## src/rtl/decode_pkg.sv

```systemverilog
// ---------------------------------------------------------------------------
// decode_pkg
//
// Shared types for the RV32I decode stage.
//   opclass_t     - coarse instruction class handed to execute
//   alu_op_t      - ALU operation; for BRANCH/LOAD/STORE the low three bits
//                   carry funct3 unchanged. M-extension codes are always
//                   defined, even when the decoder does not emit them.
//   OPC_*         - RV32I major opcodes (inst[6:0])
//   decoded_op_t  - complete decoded payload minus the PC
//   alu_from_funct3 - funct3 to ALU op mapping for OP / OP-IMM
// ---------------------------------------------------------------------------
package decode_pkg;

    localparam int IMM_W = 32;

    typedef enum logic [3:0] {
        OC_LUI     = 4'd0,
        OC_AUIPC   = 4'd1,
        OC_JAL     = 4'd2,
        OC_JALR    = 4'd3,
        OC_BRANCH  = 4'd4,
        OC_LOAD    = 4'd5,
        OC_STORE   = 4'd6,
        OC_OPIMM   = 4'd7,
        OC_OP      = 4'd8,
        OC_FENCE   = 4'd9,
        OC_SYSTEM  = 4'd10,
        OC_ILLEGAL = 4'd11
    } opclass_t;

    // M ops sit at 16..23 so that the M code is simply {2'b10, funct3}.
    typedef enum logic [4:0] {
        ALU_ADD    = 5'd0,
        ALU_SUB    = 5'd1,
        ALU_SLL    = 5'd2,
        ALU_SLT    = 5'd3,
        ALU_SLTU   = 5'd4,
        ALU_XOR    = 5'd5,
        ALU_SRL    = 5'd6,
        ALU_SRA    = 5'd7,
        ALU_OR     = 5'd8,
        ALU_AND    = 5'd9,
        ALU_MUL    = 5'd16,
        ALU_MULH   = 5'd17,
        ALU_MULHSU = 5'd18,
        ALU_MULHU  = 5'd19,
        ALU_DIV    = 5'd20,
        ALU_DIVU   = 5'd21,
        ALU_REM    = 5'd22,
        ALU_REMU   = 5'd23
    } alu_op_t;

    localparam logic [6:0] OPC_LUI    = 7'b0110111;
    localparam logic [6:0] OPC_AUIPC  = 7'b0010111;
    localparam logic [6:0] OPC_JAL    = 7'b1101111;
    localparam logic [6:0] OPC_JALR   = 7'b1100111;
    localparam logic [6:0] OPC_BRANCH = 7'b1100011;
    localparam logic [6:0] OPC_LOAD   = 7'b0000011;
    localparam logic [6:0] OPC_STORE  = 7'b0100011;
    localparam logic [6:0] OPC_OPIMM  = 7'b0010011;
    localparam logic [6:0] OPC_OP     = 7'b0110011;
    localparam logic [6:0] OPC_FENCE  = 7'b0001111;
    localparam logic [6:0] OPC_SYSTEM = 7'b1110011;

    typedef struct packed {
        opclass_t         opclass;
        alu_op_t          alu_op;
        logic [4:0]       rd;
        logic [4:0]       rs1;
        logic [4:0]       rs2;
        logic [IMM_W-1:0] imm;
        logic             we;
        logic             illegal;
    } decoded_op_t;

    // 'alt' selects SUB over ADD and SRA over SRL.
    function automatic alu_op_t alu_from_funct3(input logic [2:0] funct3, input logic alt);
        case (funct3)
            3'd0:    return alt ? ALU_SUB : ALU_ADD;
            3'd1:    return ALU_SLL;
            3'd2:    return ALU_SLT;
            3'd3:    return ALU_SLTU;
            3'd4:    return ALU_XOR;
            3'd5:    return alt ? ALU_SRA : ALU_SRL;
            3'd6:    return ALU_OR;
            default: return ALU_AND;
        endcase
    endfunction

endpackage

```

## src/rtl/decode_stage_rv32_decoder.sv

```systemverilog
// ---------------------------------------------------------------------------
// rv32_decoder
//
// Purely combinational RV32I instruction decoder.
//   inst - 32-bit instruction word
//   op   - decoded payload (class, ALU op, register indices, immediate,
//          write enable, illegal flag)
// Build option: DECODE_RV32M_EN enables decoding of the M extension
// (OP with funct7 = 0000001); without it those encodings are illegal.
// rs1/rs2 always carry the raw instruction fields; rd is zeroed whenever
// the op does not write the register file.
// ---------------------------------------------------------------------------
module rv32_decoder
    import decode_pkg::*;
(
    input  logic [31:0] inst,
    output decoded_op_t op
);

    logic [6:0]  opcode;
    logic [2:0]  funct3;
    logic [6:0]  funct7;
    logic [31:0] imm_i;
    logic [31:0] imm_s;
    logic [31:0] imm_b;
    logic [31:0] imm_u;
    logic [31:0] imm_j;
    logic        legal;

    assign opcode = inst[6:0];
    assign funct3 = inst[14:12];
    assign funct7 = inst[31:25];

    assign imm_i = {{20{inst[31]}}, inst[31:20]};
    assign imm_s = {{20{inst[31]}}, inst[31:25], inst[11:7]};
    assign imm_b = {{19{inst[31]}}, inst[31], inst[7], inst[30:25], inst[11:8], 1'b0};
    assign imm_u = {inst[31:12], 12'b0};
    assign imm_j = {{11{inst[31]}}, inst[31], inst[19:12], inst[20], inst[30:21], 1'b0};

    // Opcode selects class, immediate format and write enable; the field
    // checks for each class decide legality. Opcode includes inst[1:0], so
    // compressed/non-32-bit encodings fall into the default branch.
    always_comb begin
        op         = '0;
        op.opclass = OC_ILLEGAL;
        op.alu_op  = ALU_ADD;
        op.rs1     = inst[19:15];
        op.rs2     = inst[24:20];
        legal      = 1'b1;

        case (opcode)
            OPC_LUI: begin
                op.opclass = OC_LUI;
                op.imm     = imm_u;
                op.we      = 1'b1;
            end
            OPC_AUIPC: begin
                op.opclass = OC_AUIPC;
                op.imm     = imm_u;
                op.we      = 1'b1;
            end
            OPC_JAL: begin
                op.opclass = OC_JAL;
                op.imm     = imm_j;
                op.we      = 1'b1;
            end
            OPC_JALR: begin
                op.opclass = OC_JALR;
                op.imm     = imm_i;
                op.we      = 1'b1;
                legal      = (funct3 == 3'd0);
            end
            OPC_BRANCH: begin
                op.opclass = OC_BRANCH;
                op.alu_op  = alu_op_t'({2'b00, funct3});
                op.imm     = imm_b;
                legal      = (funct3[2:1] != 2'b01);
            end
            OPC_LOAD: begin
                op.opclass = OC_LOAD;
                op.alu_op  = alu_op_t'({2'b00, funct3});
                op.imm     = imm_i;
                op.we      = 1'b1;
                legal      = !((funct3 == 3'd3) || (funct3 == 3'd6) || (funct3 == 3'd7));
            end
            OPC_STORE: begin
                op.opclass = OC_STORE;
                op.alu_op  = alu_op_t'({2'b00, funct3});
                op.imm     = imm_s;
                legal      = (funct3 <= 3'd2);
            end
            OPC_OPIMM: begin
                op.opclass = OC_OPIMM;
                op.imm     = imm_i;
                op.we      = 1'b1;
                // Only the shifts reinterpret the upper immediate bits.
                op.alu_op  = alu_from_funct3(funct3, (funct3 == 3'd5) && funct7[5]);
                if (funct3 == 3'd1) begin
                    legal = (funct7 == 7'b0000000);
                end else if (funct3 == 3'd5) begin
                    legal = (funct7 == 7'b0000000) || (funct7 == 7'b0100000);
                end
            end
            OPC_OP: begin
                op.opclass = OC_OP;
                op.we      = 1'b1;
                if (funct7 == 7'b0000000) begin
                    op.alu_op = alu_from_funct3(funct3, 1'b0);
                end else if ((funct7 == 7'b0100000) && ((funct3 == 3'd0) || (funct3 == 3'd5))) begin
                    op.alu_op = alu_from_funct3(funct3, 1'b1);
`ifdef DECODE_RV32M_EN
                end else if (funct7 == 7'b0000001) begin
                    op.alu_op = alu_op_t'({2'b10, funct3});
`endif
                end else begin
                    legal = 1'b0;
                end
            end
            OPC_FENCE: begin
                op.opclass = OC_FENCE;
                op.imm     = imm_i;
            end
            OPC_SYSTEM: begin
                op.opclass = OC_SYSTEM;
                op.imm     = imm_i;
            end
            default: begin
                legal = 1'b0;
            end
        endcase

        // Illegal ops still flow down the pipe so execute can raise the trap.
        if (!legal) begin
            op.opclass = OC_ILLEGAL;
            op.alu_op  = ALU_ADD;
            op.imm     = '0;
            op.we      = 1'b0;
            op.illegal = 1'b1;
        end

        op.rd = op.we ? inst[11:7] : 5'd0;
    end

endmodule

```

## src/rtl/decode_stage.sv

```systemverilog
// ---------------------------------------------------------------------------
// decode_stage
//
// RV32I decode stage: one-entry pipeline register around rv32_decoder with
// valid/ready handshakes on both sides and a redirect flush.
// Ports:
//   clk, reset_n            - clock, synchronous active-low reset
//   flush                   - drop held and incoming instruction
//   in_valid/in_ready       - upstream handshake (fetch)
//   in_inst, in_pc          - instruction word and its PC
//   out_valid/out_ready     - downstream handshake (execute)
//   out_pc, out_opclass, out_alu_op, out_rd, out_rs1, out_rs2,
//   out_imm, out_we, out_illegal - registered decoded micro-op
// Build option: DECODE_RV32M_EN (see rv32_decoder).
// ---------------------------------------------------------------------------
module decode_stage
    import decode_pkg::*;
#(
    parameter int XLEN = 32
) (
    input  logic            clk,
    input  logic            reset_n,
    input  logic            flush,
    input  logic            in_valid,
    output logic            in_ready,
    input  logic [31:0]     in_inst,
    input  logic [XLEN-1:0] in_pc,
    output logic            out_valid,
    input  logic            out_ready,
    output logic [XLEN-1:0] out_pc,
    output logic [3:0]      out_opclass,
    output logic [4:0]      out_alu_op,
    output logic [4:0]      out_rd,
    output logic [4:0]      out_rs1,
    output logic [4:0]      out_rs2,
    output logic [XLEN-1:0] out_imm,
    output logic            out_we,
    output logic            out_illegal
);

    decoded_op_t     dec;
    decoded_op_t     held;
    logic [XLEN-1:0] pc_q;
    logic            capture;

    rv32_decoder u_decoder (
        .inst (in_inst),
        .op   (dec)
    );

    // The slot frees up in the same cycle execute takes the current op, so
    // a full-rate stream never sees a bubble.
    assign in_ready = !out_valid || out_ready;
    assign capture  = in_valid && in_ready && !flush;

    // Valid bit: flush wins over a capture; a drain clears it. Payload only
    // moves on capture, so it stays stable for as long as the op is held.
    always_ff @(posedge clk) begin
        if (!reset_n) begin
            out_valid <= 1'b0;
            held      <= '0;
            pc_q      <= '0;
        end else begin
            if (flush) begin
                out_valid <= 1'b0;
            end else if (capture) begin
                out_valid <= 1'b1;
            end else if (out_ready) begin
                out_valid <= 1'b0;
            end

            if (capture) begin
                held <= dec;
                pc_q <= in_pc;
            end
        end
    end

    assign out_pc      = pc_q;
    assign out_opclass = held.opclass;
    assign out_alu_op  = held.alu_op;
    assign out_rd      = held.rd;
    assign out_rs1     = held.rs1;
    assign out_rs2     = held.rs2;
    assign out_imm     = held.imm;
    assign out_we      = held.we;
    assign out_illegal = held.illegal;

endmodule

```

## config.mk

```make
export PLATFORM = sky130hd
export DESIGN_NAME = decode_stage
export DESIGN_NICKNAME = d
export VERILOG_FILES = /design/src/rtl/decode_pkg.sv /design/src/rtl/decode_stage_rv32_decoder.sv /design/src/rtl/decode_stage.sv
export SDC_FILE = /design/constraint.sdc
export NUM_CORES = 1
export LEC_CHECK = 0
export ABC_AREA = 1
export BUFFER_PORTS_ARGS = -buffer_cell sky130_fd_sc_hd__buf_2
export CORE_UTILIZATION = 53
export CTS_CLUSTER_SIZE = 28
export DETAILED_ROUTE_END_ITERATION = 12
export PLACE_DENSITY = 0.89
export SETUP_SLACK_MARGIN = 0.02
export SLEW_MARGIN = 20
export SYNTH_ARGS = -nofsm -noshare
export SYNTH_HDL_FRONTEND = slang
export SYNTH_SLANG_ARGS = --single-unit
export TNS_END_PERCENT = 50
```

## constraint.sdc

```tcl
create_clock -name clk -period 4.5 [get_ports clk]
set_clock_uncertainty 0.1 [all_clocks]
set_input_delay 0.225 -clock clk [delete_from_list [all_inputs] [get_ports clk]]
set_output_delay 0.225 -clock clk [all_outputs]
set_load 0.02 [all_outputs]
```

; ---- Yosys cells after proc, flatten, opt, wreduce, memory -nomap -nowiden
; Index checks and enable logic that the tools add are counted.
[classes]
mul = 0
n_eq_ne = 20
bitwise_logic = 1
addsub = 0
n_div = 0
n_lt_le_gt_ge = 1
shift = 0
reduce_logical = 21
muxes = 21
[ops]
columns = op, n
row1 = case mux 32 bit (5 select lines), 1
row2 = case mux 4 bit (7 select lines), 2
row3 = case mux 4 bit (11 select lines), 1
row4 = case mux 5 bit (7 select lines), 1
row5 = two-way mux 34 bit, 1
row6 = "equality test 7 x 6 -> 1 bit, second input constant", 4
row7 = "equality test 7 bit, second input constant", 4
row8 = two-way mux 5 bit, 3
row9 = case mux 5 bit (3 select lines), 1
row10 = "equality test 7 x 5 -> 1 bit, second input constant", 2
row11 = "equality test 3 bit, second input constant", 4
row12 = OR reduction 5 bit, 2
row13 = two-way mux 1 bit, 9
row14 = two-way mux 9 bit, 1
row15 = "equality test 7 x 2 -> 1 bit, second input constant", 1
row16 = "equality test 7 x 4 -> 1 bit, second input constant", 1
row17 = zero test 7 bit, 1
row18 = case mux 1 bit (7 select lines), 1
row19 = OR reduction 7 bit, 1
row20 = "equality test 3 x 2 -> 1 bit, second input constant", 2
row21 = logical OR 1 bit, 5
row22 = logical AND 1 bit, 4
row23 = OR reduction 2 bit, 2
row24 = "equality test 3 x 1 -> 1 bit, second input constant", 1
row25 = other kinds (7), 9
[word_totals]
ramBits = 0
word_cells = 74
mem_count = 0
rom_bits = 0
regBits = 91
in_bits = 69
out_inout_bits = 92
latch_bits = 0

; ---- Longest topological paths before layout
; Gate-level depths: netlist of the first run.
[depth]
word_depth = 8
mapped_depth = 12
mapped_depth_nobuf = 12

; ---- Cells and area by module
; A second synthesis of the first run with hierarchy kept.
[unflattened]
cells_unflattened = 867
area_unflattened_um2 = 5320.1
[by_module_without_submodules]
columns = module, instances, seq_area_each_um2, area_each_um2, cells_each
row1 = decode_stage, 1, 1821.7, 3991.3, 597
row2 = rv32_decoder, 1, 0.0, 1328.8, 270

; ---- Worst setup path before layout of the first run
; OpenSTA, ideal clock, no wires.
[synth_path]
kind = register to register
start = register out_valid
end = register held, in the netlist out_imm[24]
path_buffers = 2
setup_time_ns = 0.070
path_slack_ns = 2.798
path_stages_with_launch = 9
required_ns = 4.330
period_less_slack_ns = 1.702
arrival_time_ns = 1.531
path_cell_list = dfxtp_1 > inv_1 > nor2_1 > nor3_1 > inv_1 > clkbuf_1 > clkbuf_1 > nand2_1 > a21oi_1
[synth_between]
elab_chain_cells = 4
[synth_rtl]
columns = item, line
row1 = from (decl), decode_stage.sv:28  ; output logic out_valid,
row2 = from (signal assigned), decode_stage.sv:60  ; out_valid <= 1'b0;
row3 = from (signal assigned), decode_stage.sv:65  ; out_valid <= 1'b0;
row4 = from (signal assigned), decode_stage.sv:67  ; out_valid <= 1'b1;
row5 = zero test 1 bit, decode_stage.sv:53  ; assign in_ready = !out_valid || out_ready;
row6 = logical OR 1 bit, decode_stage.sv:53
row7 = logical AND 1 bit (2 in series), decode_stage.sv:54  ; assign capture = in_valid && in_ready && !flush;
row8 = to (signal assigned), decode_stage.sv:61  ; held <= '0;
row9 = to (signal assigned), decode_stage.sv:73  ; held <= dec;
row10 = to (decl), decode_stage.sv:42  ; decoded_op_t held;
; No other way between the ends.
; A chain may end at the register's enable or synchronous reset.

; ---- Worst setup path after layout of the first run
[layout_path]
start = input flush
end = register held, in the netlist out_alu_op[2]
[layout_between]
elab_chain_cells = 2
[layout_rtl]
columns = item, line
row1 = from (decl), decode_stage.sv:23  ; input logic flush,
row2 = zero test 1 bit, decode_stage.sv:54
row3 = logical AND 1 bit, decode_stage.sv:54
; No other way between the ends.

==> impl_metrics.json, run 1 <==
{
  "status": "complete, but fails checks",
  "violations": "hold timing",
  "cts_setup_buffers": 0,
  "slew_violations": 0,
  "drive_above_1_share": 0.252,
  "comb_power_share": 0.146,
  "power.switching_uw": 479,
  "wl_mm": 12.9,
  "final-hold-violation-count": 1,
  "die-area_um2": 8320,
  "clkPwrFrac": 0.345,
  "antenna_left": 0,
  "firstDrtPassIters": 5,
  "drc_errors": 0,
  "worstPathArrival_ns": 2.29,
  "rsz0062_at_grt": "no",
  "stdcell_count": 883,
  "fin_crit_sh": 0.469,
  "r2r_slack_ns": 2.47,
  "clock_sinks": 90,
  "ios": 161,
  "cts.path.max_buffers": 2,
  "place_hpwl_mm": 8.71,
  "place_ws_ns": 2.35,
  "cp_cell_sequence": "dlygate4sd3_1 > buf_2 > nor3_2 > buf_4 > nand2_1 > nor2_1 > nand3_1 > a21oi_1",
  "yosysWarnings": 0,
  "avgRoutedWirePerCell_um": 14.6,
  "antenna_found_initial": 0,
  "grt_max_degree": 85,
  "area_growth_syn_to_layout_pct": 27.2,
  "syn-num-nets": 692,
  "worst_hold_path.num_cells": 3,
  "holdWs_ns": -0.00140,
  "numCtsBuffers": 9,
  "irDropWorstVdd_uv": 235,
  "die_x_um": 91.2,
  "slew_headroom": 0.485,
  "track_usage": 0.311,
  "grt_pass1_wl_mm": 21.0,
  "min_to": "out_pc[23]",
  "cp-start-kind": "input port",
  "via_per_inst": 5.44,
  "worst-path-buf-inv": 3,
  "syn_inst": 623,
  "start_util": 0.546,
  "p_leak_uw": 0.00268,
  "drt_iter0_markers": 310,
  "critical_path.top_delay_family": "buffers and inverters",
  "rows": 32,
  "hold_class": "input port to flip-flop",
  "num_vias": 4806,
  "synth_area_um2": 4220,
  "dp_cells": 847,
  "finalSetupTns_ns": 0,
  "post-route-min-period_ns": 2.11,
  "synth_cell_types": 29,
  "cap_violations": 0,
  "cp-end-kind": "flip-flop",
  "r2r_cells": 7,
  "switching_share": 0.291,
  "cts_tree": "built",
  "ys_seq_area_frac": 0.427,
  "avgSynthCellArea_um2": 6.77,
  "routabilityCongestion": 0.911,
  "cts_max_level": 3,
  "final_net_count": 845,
  "r2r_end": "out_imm[1]",
  "gr-total-overflow": 0,
  "die_h_um": 91.2,
  "power_density_nw_per_um2": 308,
  "cp.required_ns": 4.68,
  "cts_root_buffer": "clkbuf_8",
  "critPathSlowestCell": "buf_4",
  "max_freq_ghz": 0.474,
  "crit_fanout": 84,
  "worst_path_largest_cell_delay_ns": 0.64,
  "port_buffers": 159,
  "finalSetupViolations": 0,
  "p_seq_frac": 0.508,
  "grt_pass1_vias": 4543,
  "setup_ws_ns": 2.39,
  "insertion_delay_ns": 0.35,
  "p_int_uw": 1170,
  "worstHoldStart": "in_pc[23]",
  "clkSlewWorstSetupHoldPaths_ns": 0.10,
  "antenna_cells": 0,
  "critPathKind": "input port to flip-flop",
  "core_area_um2": 7730,
  "synth_seq_cells": 90,
  "worstMarginPinSlew_ns": 0.772,
  "rr_startpoint": "out_valid"
}
-- cell families after synthesis --
kind of cell              count (synthesis)  share of synthesized area
buffers and inverters                    71                     0.0763
and+or+nand+nor                         350                      0.355
AOI/OAI and AO/OA                       110                      0.139
xor gates and xnor gates                  1                    0.00208
other                                     1                   0.000889
DFF                                      90                      0.427
-- worst register-to-register path, delay by kind of cell, from the launching register on --
kind	cells	cell delay [ns]
buffers and inverters	3	0.97
and+or+nand+nor	3	0.38
AOI/OAI and AO/OA	1	0.17
DFF	1	0.34
-- per-layer routing --
metal  track usage  up-vias  routed length [um]
li1              -     2323                   -
met1         0.386     2188                5340
met2         0.508      250                6030
met3        0.0787       45                1060
met4         0.142        0                 430
met5             0        -                   0
-- registers in the layout (all words and copies together) (netlist names) --
name	flops
out_rd	5
out_opclass	4
out_imm	32
out_we	1
out_alu_op	4
out_valid	1
out_illegal	1
out_pc	32
out_rs1	5
out_rs2	5
-- how the worst max path moves through the flow --
stage               startpoint            end  slack (ns)  cells past startpoint
finish                   flush  out_alu_op[2]        2.39                      8
global route             flush  out_alu_op[2]        2.25                      8
CTS                      flush  out_alu_op[2]        2.41                      8
detailed placement  in_inst[1]    out_imm[28]        2.35                     11
global placement    in_inst[1]     out_imm[3]        2.37                     11
floorplan            out_valid    out_imm[24]        2.80                      8
-- timing repair --
| action | 4_1_cts | 5_1_grt |
|---|---|---|
| resized for setup | 0 | 0 |
| hold buffers | 20 | 0 |
| endpoints found under the hold margin | 20 | 0 |
-- power groups by stage --
stage	registers, uW	clock network [uW]	logic, uW
after global placement	855	0	217
after floorplan	891	0	100
after CTS	838	574	236
after global routing	842	609	263
after detailed placement	856	0	222
final	839	570	241
-- synth_stat cells --
cell type / number / area (um2)
buf_6: 5 / 56.3
nand4_1: 1 / 6.26
a31oi_2: 1 / 12.5
conb_1: 1 / 3.75
dfxtp_1: 90 / 1800
o22ai_1: 2 / 12.5
nand2_2: 2 / 12.5
nand3b_1: 6 / 45.0
nand3_4: 1 / 17.5
nand2_1: 133 / 499
inv_2: 5 / 18.8
o2111ai_1: 1 / 8.76
nor2_4: 1 / 11.3
inv_1: 26 / 97.6
xnor2_1: 1 / 8.76
nor2_1: 117 / 439
a211oi_1: 1 / 7.51
clkbuf_1: 23 / 86.3
buf_4: 2 / 15.0
nor2_2: 5 / 31.3
nand3_1: 80 / 400
o21ai_0: 48 / 240
nand2_4: 2 / 22.5
a21oi_1: 51 / 255
buf_2: 8 / 40.0
buf_1: 2 / 7.51
nor3_1: 2 / 10.0
a21boi_0: 5 / 37.5
a21boi_2: 1 / 11.3
-- cell type report --
| cell class | instances | area (um2) |
|---|---|---|
| multi-input combinational | 462 | 2100 |
| clock inverter | 6 | 71.3 |
| clock buffer | 10 | 128 |
| inverter | 31 | 116 |
| tap | 102 | 128 |
| sequential | 90 | 1800 |
| timing repair buffer | 182 | 1020 |
| fill | 660 | 2370 |
-- through the flow --
stage               utilization  power [uW]  cell area, um2
detailed placement        0.642        1080            4960
floorplan                     -         992            4220
global route              0.694        1710            5360
finish                    0.694        1650            5360
global placement          0.642        1070            4960
CTS                       0.694        1650            5360
-- layout by cell type, fill, tap and decap left out, drive strengths merged, types with 2 or more instances in the layout --
master / count
clkbuf: 10
inv: 34
buf: 162
dlygate4sd3: 20
dfxtp: 90
o22ai: 2
o21ai: 48
nor3: 2
nand3b: 6
a21oi: 51
nand3: 81
a21boi: 6
nand2: 137
nor2: 123
No activity file was read; power rests on OpenSTA's default activity.
==> inputs of run 2 (changes only) <==
--- a/config.mk
+++ b/config.mk
@@ -7,10 +7,10 @@
 export LEC_CHECK = 0
 export ABC_AREA = 1
 export BUFFER_PORTS_ARGS = -buffer_cell sky130_fd_sc_hd__buf_2
-export CORE_UTILIZATION = 53
+export CORE_UTILIZATION = 49
 export CTS_CLUSTER_SIZE = 28
 export DETAILED_ROUTE_END_ITERATION = 12
-export PLACE_DENSITY = 0.89
+export PLACE_DENSITY = 0.83
 export SETUP_SLACK_MARGIN = 0.02
 export SLEW_MARGIN = 20
 export SYNTH_ARGS = -nofsm -noshare
==> constraint.sdc (replaced) <==
create_clock -name clk -period 2.09 [get_ports clk]
set_clock_uncertainty 0.1 [all_clocks]
set_input_delay 0.1045 -clock clk [delete_from_list [all_inputs] [get_ports clk]]
set_output_delay 0.1045 -clock clk [all_outputs]
set_load 0.02 [all_outputs]
==> impl_metrics.json, run 2 (synthesis results as in run 1) <==
{
  "cap_violations": 0,
  "numCtsBuffers": 9,
  "comb_power_share": 0.167,
  "max_freq_ghz": 0.514,
  "wl_mm": 13.9,
  "worst_path_largest_cell_delay_ns": 0.35,
  "routabilityCongestion": 0.961,
  "crit_fanout": 38,
  "place_hpwl_mm": 9.11,
  "regArea_um2": 1800,
  "die-area_um2": 8980,
  "via_per_inst": 5.34,
  "slew_violations": 0,
  "status": "completed",
  "final_cell_mix": "buf_2, nand2_1, nor2_1, dfxtp_1, nand3_1",
  "firstDrtPassIters": 5,
  "antenna_cells": 0,
  "post-route-util": 0.692,
  "die_h_um": 94.8,
  "switching_share": 0.301,
  "antenna_found_initial": 0,
  "worstMarginPinSlew_ns": 0.522,
  "ios": 161,
  "p_leak_uw": 0.00284,
  "cp_cell_sequence": "inv_1 > nor2_1 > nor3_2 > buf_4 > buf_4 > o21ai_0 > nor2_1",
  "multi_input_area_um2": 2100,
  "cp-end-kind": "flip-flop",
  "cp.required_ns": 2.27,
  "post-route-min-period_ns": 1.94,
  "cts_root_buffer": "clkbuf_8",
  "drive_above_1_share": 0.251,
  "antenna_left": 0,
  "insertion_delay_ns": 0.36,
  "die_x_um": 94.8,
  "r2r_end": "out_pc[29]",
  "num_vias": 4931,
  "area_growth_syn_to_layout_pct": 35.5,
  "critical_path.top_delay_family": "buffers and inverters",
  "top_usage_layer": "met2",
  "clkPwrFrac": 0.314,
  "core_area_um2": 8260,
  "irDropWorstVdd_uv": 432,
  "drc_errors": 0,
  "p_seq_frac": 0.518,
  "port_buffers": 159,
  "n_fill_cell": 702,
  "final_net_count": 883,
  "cts_max_level": 3,
  "worstHoldStart": "in_inst[28]",
  "finalSetupTns_ns": 0,
  "r2r_slack_ns": 0.15,
  "grt_pass1_wl_mm": 21.5,
  "rows": 33,
  "worst_hold_path.num_cells": 5,
  "power.switching_uw": 1050,
  "drt_iter0_markers": 351,
  "worstPathArrival_ns": 2.13,
  "finalSetupViolations": 0,
  "mostFrequentLayoutCell": "buf_2",
  "worst-path-buf-inv": 3,
  "grtUsageMet1": 0.379,
  "slew_headroom": 0.652,
  "critPathSlowestCell": "buf_4",
  "grt_max_degree": 44,
  "track_usage": 0.310,
  "clkSlewWorstSetupHoldPaths_ns": 0.10,
  "cts_setup_buffers": 0,
  "hold_class": "input port to flip-flop",
  "clock_sinks": 90,
  "r2r_cells": 7,
  "power_density_nw_per_um2": 611,
  "critPathKind": "flip-flop to flip-flop",
  "p_int_uw": 2440,
  "final-hold-violation-count": 0,
  "cts.path.max_buffers": 2,
  "cp-start-kind": "flip-flop",
  "min_to": "out_imm[8]",
  "grt_use_met3": 0.0733,
  "avgRoutedWirePerCell_um": 15.1,
  "grtUsageMet2": 0.523,
  "rsz0062_at_grt": "yes",
  "fin_crit_sh": 0.930,
  "cts_tree": "built",
  "grt_pass1_vias": 4582,
  "start_util": 0.511,
  "rr_startpoint": "out_valid",
  "gr-total-overflow": 0
}
-- run 2: cell types whose count changed in the layout (fill, tap and decap cells not counted), sizes merged --
cell         before  now
bufinv            1    0
clkbuf           10    9
buf             162  170
clkinvlp          1    2
dlygate4sd3      20   50
-- run 2: worst register-to-register path: cells and delay by family, from the launching register on --
kind            cells  cell delay [ns]
flops               1             0.33
buf+inv             3             0.72
compound gates      1             0.19
simple gates        3             0.53
-- run 2: layer usage --
layer | vias up | share of wire
li1 | 2399 | -
met4 | 0 | 0.023
met3 | 30 | 0.086
met1 | 2238 | 0.41
met5 | - | 0
met2 | 264 | 0.48
-- run 2: power groups by stage --
stage / logic, uW / registers [uW] / clock network, uW
6_report: 584 / 1810 / 1100
5_1_grt: 632 / 1810 / 1180
4_1_cts: 562 / 1800 / 1120
3_5_place_dp: 490 / 1840 / 0
3_3_place_gp: 482 / 1840 / 0
2_1_floorplan: 216 / 1920 / 0
-- run 2: area by class of cell --
type / count / share of cell area
Inverter: 31 / 0.0204
Clock buffer: 9 / 0.0217
Timing Repair Buffer: 220 / 0.244
Multi-Input combinational cell: 462 / 0.367
Clock inverter: 6 / 0.00854
Sequential cell: 90 / 0.315
Tap cell: 105 / 0.0230
-- run 2: repair_timing --
action,in CTS,in global routing
hold endpoints to repair,49,0
setup endpoints to repair,0,4
resized for setup,0,1
hold buffers,50,0
-- run 2: how the worst max path moves through the flow --
stage	start	end	slack (ns)	cells past startpoint
finish	out_valid	out_pc[29]	0.15	7
global route	out_valid	out_pc[29]	0.01	7
CTS	in_inst[31]	out_opclass[1]	0.13	13
detailed placement	in_inst[2]	out_opclass[1]	0.19	13
global placement	in_inst[1]	out_imm[21]	0.24	12
floorplan	out_valid	out_imm[24]	0.39	8
-- run 2: stage by stage --
stage	power, uW	setup WS [ns]	cells	area [um2]	hold slack, ns
after floorplan	2140	0.388	623	4220	0.0830
after global routing	3630	0.0123	923	5720	0.0906
after detailed placement	2330	0.194	858	5040	0.211
after global placement	2320	0.241	858	5040	0.201
final	3490	0.146	923	5720	0.0877
after CTS	3480	0.131	923	5710	0.0695
